<file path="config.mk">
export PLATFORM = sky130hd
export DESIGN_NAME = uart_rx
export DESIGN_NICKNAME = d
export VERILOG_FILES = /design/src/rtl/uart_pkg.sv /design/src/rtl/uart_rx.sv
export SDC_FILE = /design/constraint.sdc
export NUM_CORES = 1
export LEC_CHECK = 0
export BUFFER_PORTS_ARGS = -buffer_cell sky130_fd_sc_hd__buf_2
export CAP_MARGIN = 10
export CORE_AREA = 3 3 55 57
export CTS_CLUSTER_SIZE = 25
export DETAILED_ROUTE_END_ITERATION = 12
export DIE_AREA = 0 0 58 60
export GPL_TIMING_DRIVEN = 0
export PLACE_DENSITY = 0.66
export SLEW_MARGIN = 20
export SYNTH_ARGS = -nofsm -noshare
export SYNTH_HDL_FRONTEND = slang
export SYNTH_SLANG_ARGS = --single-unit
</file>
<file path="constraint.sdc">
create_clock -name i_clk -period 1.7 [get_ports i_clk]
set_clock_uncertainty 0.1 [all_clocks]
set_input_delay 0.17 -clock i_clk [delete_from_list [all_inputs] [get_ports i_clk]]
set_output_delay 0.17 -clock i_clk [all_outputs]
set_load 0.02 [all_outputs]
</file>
<file path="src/rtl/uart_pkg.sv">
// Shared UART definitions: FSM state encoding, oversampling constants and
// default frame parameters used by both uart_rx and uart_tx.
// Configuration macro: UART_RX_PARITY_EN adds a PARITY state, widening the
// state encoding to 3 bits.
package uart_pkg;

  localparam int OVERSAMPLE  = 16;
  localparam int START_MID   = 7;
  localparam int DBIT_DEF    = 8;
  localparam int SB_TICK_DEF = 16;

`ifdef UART_RX_PARITY_EN
  typedef enum logic [2:0] {
    IDLE   = 3'b000,
    START  = 3'b001,
    DATA   = 3'b010,
    STOP   = 3'b011,
    PARITY = 3'b100
  } state_t;
`else
  typedef enum logic [1:0] {
    IDLE  = 2'b00,
    START = 2'b01,
    DATA  = 2'b10,
    STOP  = 2'b11
  } state_t;
`endif

endpackage

</file>
<file path="src/rtl/uart_rx.sv">
// Oversampling UART receiver. Samples each bit at its midpoint using a 16x
// baud tick and emits a one-cycle done pulse with the received word.
// Configuration macro: UART_RX_PARITY_EN (even parity bit after the data).
// Ports:
//   i_clk          system clock, rising edge
//   i_reset_n      asynchronous active-low reset
//   i_rx           synchronised serial line, idle high
//   i_s_tick       one-cycle pulse at 16x the baud rate
//   o_rx_done_tick one-cycle pulse when a frame completes
//   o_dout         received word (LSB first on the line)
//   o_frame_err    stop bit sampled low in the last completed frame
//   o_parity_err   parity mismatch in the last completed frame
module uart_rx
  import uart_pkg::*;
#(
  parameter int DBIT    = DBIT_DEF,
  parameter int SB_TICK = SB_TICK_DEF
) (
  input  logic            i_clk,
  input  logic            i_reset_n,
  input  logic            i_rx,
  input  logic            i_s_tick,
  output logic            o_rx_done_tick,
  output logic [DBIT-1:0] o_dout,
  output logic            o_frame_err,
  output logic            o_parity_err
);

  // The tick counter stays 4 bits for one stop bit and grows only when a
  // longer stop period needs to be counted.
  localparam int SW = (SB_TICK > OVERSAMPLE) ? $clog2(SB_TICK) : 4;
  localparam int NW = (DBIT > 1) ? $clog2(DBIT) : 1;

  state_t            state_q, state_d;
  logic [SW-1:0]     s_q, s_d;
  logic [NW-1:0]     n_q, n_d;
  logic [DBIT-1:0]   shift_q, shift_d;
  logic [DBIT-1:0]   dout_q, dout_d;
  logic              ferr_q, ferr_d;
  logic              done_q, done_d;
`ifdef UART_RX_PARITY_EN
  logic              par_q, par_d;
  logic              perr_q, perr_d;
`endif

  always_ff @(posedge i_clk or negedge i_reset_n) begin
    if (!i_reset_n) begin
      state_q <= IDLE;
      s_q     <= '0;
      n_q     <= '0;
      shift_q <= '0;
      dout_q  <= '0;
      ferr_q  <= 1'b0;
      done_q  <= 1'b0;
`ifdef UART_RX_PARITY_EN
      par_q   <= 1'b0;
      perr_q  <= 1'b0;
`endif
    end else begin
      state_q <= state_d;
      s_q     <= s_d;
      n_q     <= n_d;
      shift_q <= shift_d;
      dout_q  <= dout_d;
      ferr_q  <= ferr_d;
      done_q  <= done_d;
`ifdef UART_RX_PARITY_EN
      par_q   <= par_d;
      perr_q  <= perr_d;
`endif
    end
  end

  always_comb begin
    state_d = state_q;
    s_d     = s_q;
    n_d     = n_q;
    shift_d = shift_q;
    dout_d  = dout_q;
    ferr_d  = ferr_q;
    done_d  = 1'b0;
`ifdef UART_RX_PARITY_EN
    par_d   = par_q;
    perr_d  = perr_q;
`endif
    case (state_q)
      // A falling edge is caught on any clock; the counter restarts so a
      // tick coinciding with the edge is not counted.
      IDLE: begin
        if (!i_rx) begin
          state_d = START;
          s_d     = '0;
        end
      end
      // Re-check the line at the middle of the start bit to reject glitches.
      START: begin
        if (i_s_tick) begin
          if (s_q == SW'(START_MID)) begin
            if (!i_rx) begin
              state_d = DATA;
              s_d     = '0;
              n_d     = '0;
            end else begin
              state_d = IDLE;
            end
          end else begin
            s_d = s_q + SW'(1);
          end
        end
      end
      // Sampling one full bit period after mid-start lands mid-bit.
      DATA: begin
        if (i_s_tick) begin
          if (s_q == SW'(OVERSAMPLE - 1)) begin
            s_d     = '0;
            shift_d = {i_rx, shift_q[DBIT-1:1]};
            if (n_q == NW'(DBIT - 1)) begin
`ifdef UART_RX_PARITY_EN
              state_d = PARITY;
`else
              state_d = STOP;
`endif
            end else begin
              n_d = n_q + NW'(1);
            end
          end else begin
            s_d = s_q + SW'(1);
          end
        end
      end
`ifdef UART_RX_PARITY_EN
      PARITY: begin
        if (i_s_tick) begin
          if (s_q == SW'(OVERSAMPLE - 1)) begin
            s_d     = '0;
            par_d   = i_rx;
            state_d = STOP;
          end else begin
            s_d = s_q + SW'(1);
          end
        end
      end
`endif
      // Frame results are committed together on the last stop-bit tick.
      STOP: begin
        if (i_s_tick) begin
          if (s_q == SW'(SB_TICK - 1)) begin
            dout_d  = shift_q;
            ferr_d  = ~i_rx;
            done_d  = 1'b1;
            state_d = IDLE;
`ifdef UART_RX_PARITY_EN
            perr_d  = (^shift_q) ^ par_q;
`endif
          end else begin
            s_d = s_q + SW'(1);
          end
        end
      end
      default: state_d = IDLE;
    endcase
  end

  assign o_rx_done_tick = done_q;
  assign o_dout         = dout_q;
  assign o_frame_err    = ferr_q;
`ifdef UART_RX_PARITY_EN
  assign o_parity_err   = perr_q;
`else
  assign o_parity_err   = 1'b0;
`endif

endmodule

</file>
==> metrics, run 1 <==
fin crit period about 1.7 ns; vias around 900; Synth Area in XOR/XNOR 0.00693; Port Buffers 13; sequential cell area fraction in the yosys report 0.535; CP endpoint kind flop; worst path required time between 1.5 and 2 ns; crit start category flop; post-synthesis compound-gate area fraction 0.0842; die span in x 58 microns; CTS max path bufs 2; Slew @ Worst Pin around 0.59 ns; Synth Instances approximately 100; maximum VDD drop 0.750 mV; WHS approximately 0.11 ns; CTS tree built; mux share of post-synthesis cell area 0.169; post-detail-place hpwl 1530 microns; Worst Setup Slack, final 0.0261 ns; Core ar. 2520 sq um; Yosys warning count 0; final wirelength 2470 microns; dominant cell type by area after synthesis dfrtp_1; flop2flop setup slack about 0.026 ns; critical path class reg2reg; static leakage ~0.8 nW; site row count 18; Peak Freq between 500 and 600 MHz; nets@finish 136; layout cell share with drive strength beyond 1 0.523; Synthesized Nets roughly 110; largest cells by area after synthesis dfrtp_1 53%, mux2_2 17%, ha_1 3.0%; # IOs 15; RSZ-0062 raised after global routing yes; Cell Area, Synth between 1000 and 1500 sq um; drt pass-1 iters 4; GPL Wtd Cong between 0.8 and 0.9; Final Setup Violations 0; critical path startpoint n_q[0]; # H-tree levels 1; reg-to-reg startpoint n_q[0]; Yosys reg bits 27; Setup WS pre-CTS -0.194 ns; worst-skew pair later-pin latency 0.32 ns; DR vias/cell 5.64; syn avg cell area 12.5 sq um; Clk pin slew, worst setup/hold paths approximately 0.15 ns; Die H 60 microns; Worst Hold Class in2reg; total gr overflow 0; adder-cell area share of the yosys netlist 0.0297; initial core utilization 0.501; Max-Cap Viols 0; pwr dens around 1200 nW/um^2; Arrival @ worst endpoint 1.80 ns; clock root buffer clkbuf_4; reg2reg path depth 6; status complete, no violations; post-synth top area share 0.535; clk sinks 27; Post-Synth Simple-Gate Area 0.145; Num CTS Buffers 3; Cell Chain, Critical Path ha_1, ha_2, nor2_1, a22o_1, nand4_1, mux2_4; first-pass GRT wire length between 3000 and 4000 microns; pin count of the biggest net entering global routing 28; largest family of logic cells by synthesized area multiplexers; DRT iter0 DRCs 24; gr usage total 0.151; initial antenna violation count 0; Final Slew Violations 0; Fill cells about 220; DRT antenna net count 0; slowest cell on the critical path dfrtp_1; Fin. Hold Viols 0; fin crit share 0.985; Residual DRC 0; CP endpoint n_q[0]; area grow syn2layout 26.1%; wire per inst ~16 microns; Worst path max stage delay around 0.41 ns; capturing point of the worst reg2reg path n_q[0]; antenna fix cells 0; Netlist cell types 34; Relative slew margins 0.606; die area 3480 sq um; vias in the first global route 904; Crit Path Max Fanout 3
==> worst min-delay path by stage <==
stage	startpoint	to	depth (start not counted)
3_5_place_dp	i_reset_n	s_q[3]	1
4_1_cts	i_rx	shift_q[7]	2
5_1_grt	i_rx	shift_q[7]	2
3_3_place_gp	i_reset_n	s_q[3]	1
6_report	i_rx	shift_q[7]	2
2_1_floorplan	i_reset_n	asynchronous set/reset pin	0
==> critical path: cells and delay by family, from the launching register on <==
kind	cells	cell delay, ns
flip-flops	1	0.41
adder cells (fa/ha/maj)	2	0.38
AO/OA/AOI/OAI	1	0.14
AND/OR/NAND/NOR	2	0.26
multiplexers	1	0.30
==> per-stage QoR <==
step           power [mW]   util  instance area, sq um  setup TNS, ns  std cells
2_1_floorplan        1.22      -                  1270              0        101
3_3_place_gp         1.32  0.543                  1370          -3.31        144
3_5_place_dp         1.35  0.543                  1370          -3.87        144
4_1_cts              1.77  0.588                  1480              0        154
5_1_grt              1.99  0.632                  1590        -0.0935        158
6_report             1.86  0.632                  1590              0        158
==> where the power goes <==
group	internal, mW	switching (mW)
combinational	0.363	0.386
clock	0.0900	0.192
sequential	0.729	0.0979
total	1.18	0.677
==> synth_stat cells <==
cell type	instances
a211o_1	1
a21oi_1	2
a221o_1	1
a221oi_1	1
a22o_1	1
a22o_2	2
a31oi_1	3
a41o_1	1
and2b_1	1
and3_1	1
and3_2	1
and4_2	1
and4bb_2	1
buf_2	1
buf_4	1
clkbuf_1	2
conb_1	1
dfrtp_1	27
ha_1	3
inv_1	4
mux2_2	19
nand2_1	5
nand2b_1	1
nand3_1	3
nand3b_1	3
nand4_1	1
nor2_1	5
nor2_4	1
nor2b_1	1
nor4_1	2
nor4_4	1
o21ai_0	1
o22ai_1	1
xnor2_1	1
==> metal layers <==
metal  wire, microns  global-route usage  share of wire
met1            1130               0.206           0.46
met2            1270               0.248           0.51
met3              75              0.0324          0.030
met4               0              0.0298              0
met5               0                   0              0
==> final cells by class <==
class	count	area, sq um	area share
Sequential cell	27	679	0.426
Timing Repair Buffer	22	139	0.0871
Buffer	4	28.8	0.0181
Clock buffer	3	22.5	0.0141
Multi-Input combinational cell	67	664	0.417
Tap cell	30	37.5	0.0235
Inverter	4	15.0	0.00942
Clock inverter	1	7.51	0.00471
==> cells in the final DEF (no fill, tap or decap), types with 2 or more instances in the layout <==
cell,count
a21oi_1,2
a22o_2,2
a31oi_1,3
buf_2,13
buf_4,8
buf_6,2
clkbuf_2,2
clkbuf_4,3
dfrtp_1,24
dfrtp_2,3
inv_1,4
mux2_2,13
mux2_4,6
nand2_1,3
nand2_4,2
nand3_1,3
nand3b_1,3
nor2_1,4
nor2_4,2
nor4_4,2
==> registers in the layout, indices dropped and copies added, names as in the netlist, named ones only <==
name	count
n_q	3
o_dout	8
o_frame_err	1
o_rx_done_tick	1
s_q	4
shift_q	8
state_q	1
==> logic make-up after synthesis <==
group | count (synthesis)
fa+ha+maj | 3
mux | 19
flops | 27
other cells | 1
compound gates | 14
buf+inv | 8
xor+xnor | 1
simple gates | 28
==> timing repair <==
action                     in CTS  in global routing
hold endpoints to repair       27                  0
gates resized for setup         9                 23
setup endpoints to repair      24                 24
gates cloned                    1                  1
hold buffers                    1                  0
buffers inserted                4                  3
pin swaps                       5                  8
(Power assumes the default switching activity.)
==> inputs of run 2 (changes only) <==
CORE_AREA = 3 3 43 73   (was 3 3 55 57)
DIE_AREA = 0 0 46 76   (was 0 0 58 60)
PLACE_DENSITY = 0.65   (was 0.66)
==> run 2 against run 1 <==
Combinational power shrank 3.1%. Sequential cell count unchanged. Routed wire length is 1.2% lower. Core utilization fell by 1.7 points. Die area up 0.46%. Critical path depth down 1. Count of clock-buffer cells in the layout grew 1. Fmax is 0.84% higher. Final area fell by 0.31%. Global-route usage rose by 1.2 points. Critical path type unchanged. Largest cell class unchanged.
==> metrics, run 2 (synthesis results as in run 1) <==
status complete, no violations; WP depth 5 (-1); antenna fix cells 0 (unchanged); M2 GR Usage 0.262 (+0.0140); Seq pwr share 0.430 (-0.015); clk sinks 27 (unchanged); Psw 0.640 mW (-5.4%); Relative slew margins 0.600 (-0.00561); DR vias/cell 5.80 (+2.9%); vias 899 (+0.90%); commonest cells after routing, fill and taps aside 26 x dfrtp_1, 18 x mux2_2, 13 x buf_2, 10 x buf_4, 5 x nor2_1; gr usage total 0.163 (+0.0121); first-pass GRT wire length 4230 microns (+5.9%); CP endpoint kind flop; RSZ-0062 raised after global routing yes; CP endpoint s_q[2]; most common cell after layout, fill and taps aside dfrtp_1; wire per inst 15.8 microns (+0.70%); Finished Layout Cells 155 (-1.9%); Gate power share 0.384 (-0.019); Clk pin slew, worst setup/hold paths 0.08 ns (-0.07 ns); Placed Instance Area 1360 sq um (-0.37%); reg-to-reg startpoint s_q[0]; crit start category flop; reg2reg path depth 5 (-1); Cell Chain, Critical Path ha_4, and4_4, nand2b_4, a221oi_4, o22ai_1; Fill cells 197 (-8.4%); pin count of the biggest net entering global routing 28 (unchanged); Residual DRC 0 (unchanged); area grow syn2layout 25.7%; Fin Setup TNS 0 ns (unchanged); critical path class reg2reg; DRT antenna net count 0 (unchanged); Final Setup Violations 0 (unchanged); fin crit period 1.66 ns (-0.0139 ns); Sw Share 0.338 (-0.0256); GPL Wtd Cong 0.768 (-8.5%); Placed Cells 140 (-2.8%); Port Buffers 13 (unchanged); Die H 76 microns (+27%); nets@finish 137 (+0.74%); initial core utilization 0.489 (-0.0117); CTS tree built; die span in x 46 microns (-21%); delay-heaviest family, CP compound AO/OA/AOI/OAI gates; # IOs 15 (unchanged); Core ar. 2580 sq um (+2.4%); Fin. Hold Viols 0 (unchanged); fin crit share 0.976 (-0.00819); Crit Path Max Fanout 6 (+3); worst path required time 1.74 ns (-0.09 ns); Slew @ Worst Pin 0.600 ns (+0.00842 ns); critical path startpoint s_q[0]; layout cell share with drive strength beyond 1 0.512 (-0.0118); Peak Freq 602 MHz (+0.84%); DRT iter0 DRCs 16 (-33%); die area 3500 sq um (+0.46%); static leakage 0.794 nW (+0.44%); drt pass-1 iters 4 (unchanged); pwr dens 1190 nW/um^2 (+2.1%); CP bufs+invs 0 (unchanged); worst-skew pair later-pin latency 0.27 ns (-0.05 ns); flop2flop setup slack 0.04 ns (about the same); clock root buffer clkbuf_8; Num CTS Buffers 3 (unchanged); Worst Hold Class in2reg; Worst Setup Slack, final 0.0400 ns (+0.0139 ns); total gr overflow 0 (unchanged); final wirelength 2440 microns (-1.2%); Worst path max stage delay 0.42 ns (about the same); Clk network pwr share 0.186 (+0.034); vias in the first global route 947 (+4.8%); post-detail-place hpwl 1560 microns (+2.3%); initial antenna violation count 0 (unchanged); met3 usage 0.0355 (+0.00306); met1 usage 0.195 (-0.0110); Arrival @ worst endpoint 1.70 ns (-0.10 ns); Setup WS pre-CTS -0.177 ns (+0.0174 ns); gr busiest metal met2; fin util 0.615 (-0.0166); Max-Cap Viols 0 (unchanged); Final Slew Violations 0 (unchanged); finished layout cell area 1590 sq um (-0.31%); slowest cell on the critical path dfrtp_1; total internal power 1.25 mW (+5.9%); capturing point of the worst reg2reg path s_q[2]; maximum VDD drop 0.755 mV (+0.70%); site row count 24 (+6); # H-tree levels 1 (unchanged); Multi-input gate area 628 sq um (-5.5%); FF+latch area 677 sq um (-0.37%); CTS max path bufs 2 (unchanged)
-- run 2: cell count changes in the layout (fill, tap and decap cells not counted), moves of 2 or more --
cell / delta
buf_4: +2
clkbuf_4: -3
clkbuf_8: +3
dfrtp_1: +2
dfrtp_2: -2
mux2_2: +5
mux2_4: -5
nand2_2: +2
nand2_4: -2
-- run 2: metrics by stage --
stage | hold WS (ns) | power, mW
floorplan | -0.226 | 1.22
global placement | 0.110 | 1.33
detailed placement | 0.111 | 1.34
CTS | 0.117 | 1.81
global route | 0.144 | 2.03
finish | 0.147 | 1.89
-- run 2: worst min-delay path by stage --
stage	start	to	slack (ns)	cells after the start
2_1_floorplan	i_reset_n	asynchronous set/reset pin	-0.23	0
3_3_place_gp	i_reset_n	s_q[1]	0.11	1
3_5_place_dp	i_reset_n	s_q[1]	0.11	1
4_1_cts	i_rx	shift_q[7]	0.12	2
5_1_grt	i_rx	shift_q[7]	0.14	2
6_report	i_rx	shift_q[7]	0.15	2
-- run 2: power groups by stage --
stage               Combinational (mW)  Clock (mW)  Sequential (mW)
detailed placement               0.528           0            0.813
CTS                              0.634       0.370            0.802
finish                           0.726       0.352            0.813
global placement                 0.513           0            0.813
global route                     0.815       0.396            0.822
floorplan                        0.415           0            0.807
-- run 2: final cells by class --
type,count,area share
Tap cell,26,0.0205
Inverter,4,0.00945
Timing Repair Buffer,24,0.105
Multi-Input combinational cell,66,0.395
Sequential cell,27,0.426
Clock buffer,4,0.0283
Buffer,4,0.0157
-- run 2: worst register-to-register path, cell delays in order, from the launching register on --
cell      delay (ns)
dfrtp_1         0.42
ha_4            0.20
and4_4          0.21
nand2b_4        0.15
a221oi_4        0.33
o22ai_1         0.14
-- run 2: timing repair --
| action | CTS | global route |
|---|---|---|
| setup endpoints to repair | 24 | 24 |
| gates cloned | 0 | 1 |
| hold buffers | 1 | 0 |
| endpoints found under the hold margin | 27 | 0 |
| gates resized for setup | 4 | 20 |
| setup buffers | 6 | 3 |
| pin swaps | 4 | 9 |
-- run 2: metal layers --
metal  vias to the layer above  routed length (microns)
met1                       445                      941
li1                        425                        -
met3                         4                       92
met4                         0                       44
met2                        25                     1370
met5                         -                        0
==> inputs of run 3 (changes only) <==
PLACE_DENSITY = 0.63   (was 0.65)
clock period = 1.9 ns   (was 1.7 ns; I/O delays follow)
==> run 3 against run 2 <==
Non-clock buffer count down 8. Via count fell by 3.4%. First-iteration DRC count is 44% higher. Global-route usage decreased by 1.3 points. Worst setup slack better by 0.087 ns. Routed wire length down 9.6%. Critical path depth rose by 1. Sequential power down 11%.
==> metrics, run 3 (synthesis results as in run 1) <==
CTS max path bufs 2 (unchanged); DRT iter0 DRCs 23 (+7); Relative slew margins 0.599 (-0.00130); # H-tree levels 1 (unchanged); Residual DRC 0 (unchanged); Worst Setup Slack, final 0.127 ns (+0.0874 ns); Port Buffers 13 (unchanged); Clk pin slew, worst setup/hold paths 0.09 ns (about the same); Arrival @ worst endpoint 1.84 ns (+0.14 ns); vias in the first global route 871 (-8.0%); flop2flop setup slack 0.13 ns (+0.09 ns); Die H 76 microns (unchanged); Max-Cap Viols 0 (unchanged); GPL Wtd Cong 0.850 (+11%); CTS tree built; fin util 0.578 (-0.0373); capturing point of the worst reg2reg path o_frame_err; worst-skew pair later-pin latency 0.27 ns (about the same); Clk network pwr share 0.206 (+0.020); reg2reg path depth 6 (+1); worst path required time 1.96 ns (+0.22 ns); DRT antenna net count 0 (unchanged); critical path class reg2reg; area grow syn2layout 18.1%; clk sinks 27 (unchanged); Seq pwr share 0.460 (+0.030); maximum VDD drop 0.567 mV (-25%); static leakage 0.751 nW (-5.5%); status complete, no violations; Slew @ Worst Pin 0.602 ns (+0.00195 ns); gr usage total 0.150 (-0.0132); Crit Path Max Fanout 10 (+4); Num CTS Buffers 3 (unchanged); critical path startpoint s_q[0]; Sw Share 0.340 (+0.00194); total internal power 1.04 mW (-17%); clock root buffer clkbuf_8; Psw 0.537 mW (-16%); pwr dens 1060 nW/um^2 (-11%); most common cell after layout, fill and taps aside dfrtp_1; antenna fix cells 0 (unchanged); first-pass GRT wire length 3930 microns (-7.2%); drt pass-1 iters 4 (unchanged); commonest cells after routing, fill and taps aside 27 x dfrtp_1, 19 x mux2_2, 14 x buf_2, 5 x nand2_1, 5 x nor2_1; Peak Freq 564 MHz (-6.4%); pin count of the biggest net entering global routing 28 (unchanged); die span in x 46 microns (unchanged); Fin. Hold Viols 0 (unchanged); die area 3500 sq um (unchanged); DR vias/cell 5.90 (+1.8%); Final Slew Violations 0 (unchanged); final wirelength 2210 microns (-9.6%); post-detail-place hpwl 1520 microns (-3.0%); reg-to-reg startpoint s_q[0]; layout cell share with drive strength beyond 1 0.405 (-0.107); Core ar. 2580 sq um (unchanged); nets@finish 129 (-5.8%); crit start category flop; Placed Cells 140 (unchanged); Setup WS pre-CTS -0.147 ns (+0.0305 ns); vias 868 (-3.4%); Fin Setup TNS 0 ns (unchanged); Overall Power 1.58 mW (-17%); RSZ-0062 raised after global routing no; fin crit share 0.933 (-0.0435); Gate power share 0.334 (-0.050); site row count 24 (unchanged); CP endpoint o_frame_err; Finished Layout Cells 147 (-5.2%); wire per inst 15.0 microns (-4.7%); initial antenna violation count 0 (unchanged); CP endpoint kind flop; Final Setup Violations 0 (unchanged); # IOs 15 (unchanged); total gr overflow 0 (unchanged); fin crit period 1.77 ns (+0.113 ns); Worst Hold Class in2reg; initial core utilization 0.489 (unchanged)
==> run 3: cell count changes in the layout (fill, tap and decap cells not counted), moves of 2 or more <==
cell / delta
ha_1: +2
nand2_1: +2
clkbuf_1: +2
ha_2: -2
buf_4: -9
nand2_2: -2
clkbuf_2: -2
==> run 3: how the worst min path moves through the flow <==
stage / start / to / slack [ns] / cells past startpoint
2_1_floorplan: i_reset_n / asynchronous set/reset pin / -0.21 / 0
3_3_place_gp: i_reset_n / s_q[3] / 0.12 / 1
3_5_place_dp: i_reset_n / s_q[3] / 0.14 / 1
4_1_cts: i_rx / shift_q[7] / 0.13 / 2
5_1_grt: i_rx / shift_q[7] / 0.16 / 2
6_report: i_rx / shift_q[7] / 0.17 / 2
==> run 3: stage by stage <==
stage,hold slack (ns),area (sq um)
global placement,0.123,1360
finish,0.168,1490
global route,0.160,1490
floorplan,-0.206,1260
CTS,0.134,1470
detailed placement,0.139,1360
==> run 3: cell type report <==
| type | count | area, sq um |
|---|---|---|
| Clock buffer | 4 | 45.0 |
| Buffer | 4 | 20.0 |
| Fill cell | 222 | 1090 |
| Inverter | 4 | 15.0 |
| Timing Repair Buffer | 16 | 115 |
| Multi-Input combinational cell | 66 | 589 |
| Tap cell | 26 | 32.5 |
| Sequential cell | 27 | 676 |
==> run 3: power by group through the flow <==
stage	clock (mW)	combinational, mW	sequential (mW)
after floorplan	0	0.368	0.721
after global placement	0	0.454	0.726
after detailed placement	0	0.467	0.728
after CTS	0.334	0.491	0.717
after global routing	0.352	0.600	0.742
final	0.325	0.526	0.726
==> run 3: critical path, stage by stage (launching register included) <==
cell and delay, ns:
dfrtp_1 0.43, ha_4 0.20, and3_2 0.24, nand2_1 0.10
nor2_4 0.12, buf_12 0.14, mux2_2 0.33
==> run 3: repair_timing <==
action | CTS | global route
endpoints found under the hold margin | 27 | 0
hold buffers | 1 | 0
buffers inserted | 2 | 0
pin swaps | 2 | 0
gates resized for setup | 2 | 3
endpoints found under the setup margin | 24 | 21
==> run 3: routing by layer <==
metal / part of all wire / GRT usage / vias up
met4: 0.024 / 0.0912 / 0
li1: - / - / 406
met2: 0.53 / 0.221 / 13
met1: 0.42 / 0.198 / 444
met5: 0 / 0 / -
met3: 0.027 / 0.0213 / 5
